===== src/rtl/fp_divider_pkg.sv =====
// Shared binary32 constants, FSM state codes and operand classification for the FP divider.
package fp_divider_pkg;

    localparam logic [31:0] ZERO                     = 32'h0000_0000;
    localparam logic [31:0] INFINITY_POSITIVE_CONST  = 32'h7F80_0000;
    localparam logic [31:0] INFINITY_NEGATIVE_CONST  = 32'hFF80_0000;
    localparam logic [31:0] QNAN_SAMPLE_CONST        = 32'h7FC0_0000;
    localparam logic [31:0] SNAN_CONST               = 32'b?_11111111_0??????_????????_????????;
    localparam logic [31:0] QNAN_CONST               = 32'b?_11111111_1??????_????????_????????;
    localparam logic [31:0] INFINITY_GENERAL_PATTERN = 32'b?_11111111_0000000_00000000_00000000;

    localparam int unsigned EXP_BIAS    = 127;
    localparam int unsigned FP_DIV_ITER = 25;

    localparam logic [1:0] ST_IDLE      = 2'd0;
    localparam logic [1:0] ST_SPECIAL   = 2'd1;
    localparam logic [1:0] ST_DIVIDE    = 2'd2;
    localparam logic [1:0] ST_NORMALIZE = 2'd3;

    typedef struct packed {
        logic nan;
        logic inf;
        logic zero;
    } fp_class_t;

    // Exponent-0 nonzero values are not flagged: they divide as normals with a hidden 1.
    function automatic fp_class_t classify(input logic [31:0] x);
        fp_class_t c;
        c.nan  = ((x ==? SNAN_CONST) && (x[22:0] != 23'd0)) || (x ==? QNAN_CONST);
        c.inf  = (x ==? INFINITY_GENERAL_PATTERN);
        c.zero = (x[30:0] == ZERO[30:0]);
        return c;
    endfunction

endpackage


===== src/rtl/fp_div_mantissa_core.sv =====
// Restoring mantissa divider: one quotient bit per step, MSB first.
module fp_div_mantissa_core
    import fp_divider_pkg::*;
#(
    parameter int unsigned ITER = FP_DIV_ITER
) (
    input  logic            clk,
    input  logic            reset,
    input  logic            load,
    input  logic            step,
    input  logic [22:0]     frac_a,
    input  logic [22:0]     frac_b,
    output logic [ITER-1:0] q,
    output logic            last,
    output logic            valid
);

    localparam int unsigned CW = $clog2(ITER + 1);

    logic [25:0]   rem;
    logic [23:0]   dvs;
    logic [CW-1:0] cnt;
    logic          ge;
    logic [25:0]   sel;

    always_comb begin
        ge  = rem >= {2'b00, dvs};
        sel = ge ? (rem - {2'b00, dvs}) : rem;
    end

    assign last  = (cnt == CW'(ITER - 1));
    assign valid = (cnt == CW'(ITER));

    // Remainder stays below 2*divisor, so the shift never loses a set bit.
    always_ff @(posedge clk) begin
        if (reset) begin
            rem <= '0;
            dvs <= '0;
            q   <= '0;
            cnt <= '0;
        end else if (load) begin
            rem <= {3'b001, frac_a};
            dvs <= {1'b1, frac_b};
            q   <= '0;
            cnt <= '0;
        end else if (step && !valid) begin
            q   <= {q[ITER-2:0], ge};
            rem <= sel << 1;
            cnt <= cnt + 1'b1;
        end
    end

endmodule


===== src/rtl/fp_divider.sv =====
// Iterative binary32 divider (a / b), truncating, with start/busy/done handshake.
module fp_divider
    import fp_divider_pkg::*;
(
    input  logic        clk,
    input  logic        reset,
    input  logic        start,
    input  logic [31:0] a,
    input  logic [31:0] b,
    output logic [31:0] result,
    output logic        done,
    output logic        busy,
    output logic        overflow,
    output logic        underflow,
    output logic        divide_by_zero
);

    logic [1:0]               state;
    logic [31:0]              op_a;
    logic [31:0]              op_b;
    fp_class_t                in_a, in_b, ca, cb;
    logic                     accept;
    logic                     in_special;
    logic                     sign;
    logic [31:0]              sp_result;
    logic                     sp_dbz;
    logic signed [9:0]        e;
    logic [22:0]              mant;
    logic                     core_last;
    logic                     core_valid;
    logic [FP_DIV_ITER-1:0]   q;

    fp_div_mantissa_core #(.ITER(FP_DIV_ITER)) u_core (
        .clk    (clk),
        .reset  (reset),
        .load   (accept),
        .step   (state == ST_DIVIDE),
        .frac_a (a[22:0]),
        .frac_b (b[22:0]),
        .q      (q),
        .last   (core_last),
        .valid  (core_valid)
    );

    always_comb begin
        in_a       = classify(a);
        in_b       = classify(b);
        ca         = classify(op_a);
        cb         = classify(op_b);
        accept     = start && (state == ST_IDLE) && !done;
        in_special = (|in_a) || (|in_b);
        sign       = op_a[31] ^ op_b[31];
    end

    // Priority order matters: inf/0 must yield infinity without divide_by_zero.
    always_comb begin
        sp_dbz = 1'b0;
        if (ca.nan || cb.nan || (ca.zero && cb.zero) || (ca.inf && cb.inf))
            sp_result = QNAN_SAMPLE_CONST;
        else if (ca.inf)
            sp_result = sign ? INFINITY_NEGATIVE_CONST : INFINITY_POSITIVE_CONST;
        else if (cb.zero) begin
            sp_result = sign ? INFINITY_NEGATIVE_CONST : INFINITY_POSITIVE_CONST;
            sp_dbz    = 1'b1;
        end else
            sp_result = {sign, 31'd0};
    end

    always_comb begin
        e = $signed({2'b00, op_a[30:23]} - {2'b00, op_b[30:23]}
                    + (q[24] ? 10'(EXP_BIAS) : 10'(EXP_BIAS - 1)));
        mant = q[24] ? q[23:1] : q[22:0];
    end

    always_ff @(posedge clk) begin
        if (reset) begin
            state          <= ST_IDLE;
            op_a           <= '0;
            op_b           <= '0;
            result         <= '0;
            done           <= 1'b0;
            busy           <= 1'b0;
            overflow       <= 1'b0;
            underflow      <= 1'b0;
            divide_by_zero <= 1'b0;
        end else begin
            done <= 1'b0;
            case (state)
                ST_IDLE: begin
                    busy <= 1'b0;
                    if (accept) begin
                        op_a           <= a;
                        op_b           <= b;
                        busy           <= 1'b1;
                        overflow       <= 1'b0;
                        underflow      <= 1'b0;
                        divide_by_zero <= 1'b0;
                        state          <= in_special ? ST_SPECIAL : ST_DIVIDE;
                    end
                end
                ST_SPECIAL: begin
                    result         <= sp_result;
                    divide_by_zero <= sp_dbz;
                    done           <= 1'b1;
                    state          <= ST_IDLE;
                end
                ST_DIVIDE: begin
                    if (core_last)
                        state <= ST_NORMALIZE;
                end
                ST_NORMALIZE: begin
                    if (core_valid) begin
                        if (e >= 10'sd255) begin
                            result   <= sign ? INFINITY_NEGATIVE_CONST : INFINITY_POSITIVE_CONST;
                            overflow <= 1'b1;
                        end else if (e <= 10'sd0) begin
                            result    <= {sign, 31'd0};
                            underflow <= 1'b1;
                        end else
                            result <= {sign, e[7:0], mant};
                        done  <= 1'b1;
                        state <= ST_IDLE;
                    end
                end
                default: state <= ST_IDLE;
            endcase
        end
    end

endmodule

===== config.mk =====
export PLATFORM = sky130hd
export DESIGN_NAME = fp_divider
export DESIGN_NICKNAME = d
export VERILOG_FILES = /design/src/rtl/fp_divider_pkg.sv /design/src/rtl/fp_div_mantissa_core.sv /design/src/rtl/fp_divider.sv
export SDC_FILE = /design/constraint.sdc
export NUM_CORES = 1
export LEC_CHECK = 0
export ABC_CLOCK_PERIOD_IN_PS = 6500
export CAP_MARGIN = 15
export CELL_PAD_IN_SITES_DETAIL_PLACEMENT = 1
export CELL_PAD_IN_SITES_GLOBAL_PLACEMENT = 2
export CORE_AREA = 3 3 155 157
export CTS_CLUSTER_SIZE = 30
export DETAILED_ROUTE_END_ITERATION = 7
export DIE_AREA = 0 0 158 160
export DONT_BUFFER_PORTS = 1
export GPL_TIMING_DRIVEN = 0
export PLACE_DENSITY = 0.8
export SYNTH_ARGS = -nofsm -noshare
export SYNTH_HDL_FRONTEND = slang
export SYNTH_SLANG_ARGS = --single-unit

===== constraint.sdc =====
create_clock -name clk -period 6.5 [get_ports clk]
set_clock_uncertainty 0.05 [all_clocks]
set_input_delay 1.3 -clock clk [delete_from_list [all_inputs] [get_ports clk]]
set_output_delay 1.3 -clock clk [all_outputs]
set_load 0.01 [all_outputs]

==> metrics.md <==
| Metric | Value |
|---|---|
| # setup viols final | 0 |
| Avg Synthesized Cell Area | 7.85 µm² |
| Antenna fix cells | 0 |
| Largest family of logic cells by synthesized area | simple AND/OR/NAND/NOR gates |
| Largest net degree at the start of global routing | 20 |
| Number of max-cap violations | 0 |
| Rows | 55 |
| Initial drt markers | 383 |
| List of most frequent post-synthesis cells | nand2_1 (284), dfxtp_1 (183), a21oi_1 (151) |
| Root buf cell | clkbuf_16 |
| CTS tree | built |
| Total power | 3420 µW |
| Top area cells in the synthesized netlist | dfxtp_1 (40%), nand2_1 (12%), a21oi_1 (8.3%) |
| Cells after Synth | about 1200 |
| Area share of the largest cell type after synthesis | 0.404 |
| TNS Setup | 0 ps |
| Final Max Tran Viols | 0 |
| Data arrival, critical path | 3980 ps |
| Fmax | 270 MHz |
| Worst Hold Class | flop to flop |
| Finished Layout Cells | 1473 |
| Initial Util | 0.401 |
| Skew-Pair Late Insertion Delay | ~440 ps |
| Clock slew at reported path FFs | roughly 80 ps |
| Async SR Flop Fraction | 0 |
| Vias | 8305 |
| Synth Register Bits | between 150 and 200 |
| Final critical-path required period | 3710 ps |
| Nets@finish | 1281 |
| Initial antenna violation count | 0 |
| Gr usage total | 0.234 |
| Grt total ovfl | 0 |
| Die area | 25300 µm² |
| CTS H-tree lvls | 4 |
| Yosys warnings | 0 |
| Drt pass-1 iters | 5 |
| Die Wd | ~160 µm |
| Period Utilization, post-route | 0.570 |
| Slowest-stage cell, CP | nor3_1 |
| Vias in the first global route | 8483 |
| Area growth from synthesis to layout | 10.4% |
| I/O pins | 104 |
| CP max stage delay | 580 ps |
| Die Ht | 160 µm |
| CP Buf/Inv Count | 2 |
| Routed WL | 29.2 mm |
| CTS resizes | 0 |
| Sequential area share after synthesis | 0.404 |
| Mux cell area share after synthesis | 0.0425 |
| Post-Syn Nets | approximately 1300 |
| Least-Margin Pin Slew | 979 ps |
| Core region area | ~23000 µm² |
| IO buf count | 0 |
| Vias per cell | 5.64 |
| CTS Hold Bufs | 0 |
| Final ANT Viol Nets | 0 |
| CTS Buffer Depth | 2 |
| Status | complete, no violations |
| Top delay family on crit path | compound AO/OA/AOI/OAI gates |
| Startpoint class of the critical path | flop |
| Cells after DPL | between 1000 and 1500 |
| Cell Chain, Critical Path | ha_1, inv_1, fa_1, a211o_1, o21ai_2, xnor2_2, nor3_1, nand3_1, a41oi_1, o31ai_4, nand3_2, buf_2, o21ai_0 |
| Share of layout cells above drive strength 1 | 0.0522 |
| Setup repair after global routing missed its margin | false |
| Number of hold violations in the final report | 0 |
| Worst EP required | 6770 ps |
| Crit path capture type | flop |
| Largest area contributor in the netlist | dfxtp_1 |
| DRC | 0 |
| CTS Buf Count | 17 |
| Count leader, synth | nand2_1 |
| CP Max Fanout | 10 |
| Leakage | ~0.0035 µW |
| Routed WL per cell | around 20 µm |
| GPL Wtd Cong | 0.884 |
| Post-synthesis adder-cell area fraction | 0.0554 |
| PwrDens | 341 nW/µm² |
| Worst VDD drop | 200 µV |
| Synth Area in Simple Gates | 0.226 |
| Synth cell types | 63 |
| First-pass GRT wire length | 46.4 mm |
| Relative slew slack | 0.341 |
| Compound-Gate Fraction of Synth Area | 0.190 |
| Final Core Density | 0.443 |
| Kind of critical path | flop to flop |
| Dpl hpwl | around 23 mm |
| Most frequently used flop master after synthesis | dfxtp_1 |
| Post-synth EDFFs | 0 |
| Post-synthesis xor/xnor area fraction | 0.0369 |
| Clock sinks | roughly 180 |
| Postcts setup bufs | 0 |
| Cell Area, Synth | 9080 µm² |
-- worst reg2reg max path, cell delays in order (launching register included) --
cell     delay, ps
dfxtp_1        420
ha_1           210
inv_1           60
fa_1           410
a211o_1        330
o21ai_2        110
xnor2_2        140
nor3_1         580
nand3_1        220
a41oi_1        350
o31ai_4        190
nand3_2        180
buf_2          220
o21ai_0        120
-- path summary, 6_finish.rpt --
kind	start	end	slack, ps	cells past startpoint
setup reg to reg	op_b[23]$_SDFFE_PP0P_	result[11]$_SDFFE_PP0P_	2790	13
setup / recovery	op_b[23]$_SDFFE_PP0P_	result[11]$_SDFFE_PP0P_	2790	13
hold reg to reg	op_a[18]$_SDFFE_PP0P_	op_a[18]$_SDFFE_PP0P_	410	2
hold / removal	op_a[18]$_SDFFE_PP0P_	op_a[18]$_SDFFE_PP0P_	410	2
-- per-stage QoR --
step           instance area [µm²]  setup WS (ps)  hold WS (ps)
5_1_grt                      10000           2410           431
3_3_place_gp                  9430           2800           393
2_1_floorplan                 9080           3430           386
3_5_place_dp                  9430           2740           398
4_1_cts                      10000           2720           408
6_report                     10000           2790           408
-- metal layers --
| metal | global-route usage | part of all wire | vias up |
|---|---|---|---|
| met5 | 0 | 0 | - |
| met4 | 0.0551 | 0.016 | 0 |
| met3 | 0.0491 | 0.050 | 32 |
| met2 | 0.356 | 0.44 | 167 |
| met1 | 0.339 | 0.49 | 4029 |
| li1 | - | - | 4077 |
-- state kept, by name, indices dropped and copies added, names as in the netlist --
name	cells
u_core.dvs	24
divide_by_zero	1
overflow	1
u_core.rem	26
state	2
busy	1
underflow	1
op_b	32
result	32
u_core.q	25
done	1
op_a	32
u_core.cnt	5
-- layout by cell type, fill, tap and decap left out, types with 4 or more instances in the layout --
cell type	instances
a21o_1	9
a31oi_1	14
ha_1	37
nor2_1	61
a211oi_1	10
inv_1	47
mux2i_1	25
xor2_1	17
clkbuf_1	51
buf_1	6
a21boi_0	9
or2_2	4
a311oi_1	9
clkinv_8	4
nand4_1	22
clkbuf_16	17
mux2_2	12
nand3_1	16
o22ai_1	4
dfxtp_1	183
o221ai_1	4
nand4b_1	5
o21ai_0	43
xnor2_1	15
a21oi_1	151
o21a_1	6
nand2b_1	6
nor3_1	17
nor4_1	30
and2_1	5
nand2_1	284
-- report_power, final --
group          switching, µW  total [µW]  internal, µW  leakage (µW)
clock network            518        1030           516      0.000279
logic                    687        1130           439       0.00177
registers               61.4        1260          1200       0.00149
-- logic make-up (layout without fill, tap and decap cells) --
family / count (synthesis) / in the layout
AO/OA/AOI/OAI: 289 / 289
buffers and inverters: 107 / 139
multiplexers: 37 / 37
flip-flops: 183 / 183
AND/OR/NAND/NOR: 466 / 466
XOR/XNOR: 35 / 35
adder cells (fa/ha/maj): 39 / 39
-- final cells by class --
cell class / instances / area (µm²)
buffer: 60 / 236
clock buffer: 18 / 429
clock inverter: 14 / 158
fill: 2789 / 12600
inverter: 47 / 176
multi-input combinational: 866 / 5000
sequential: 183 / 3660
tap: 285 / 357
Note: power is estimated with default switching activity, not from simulation.
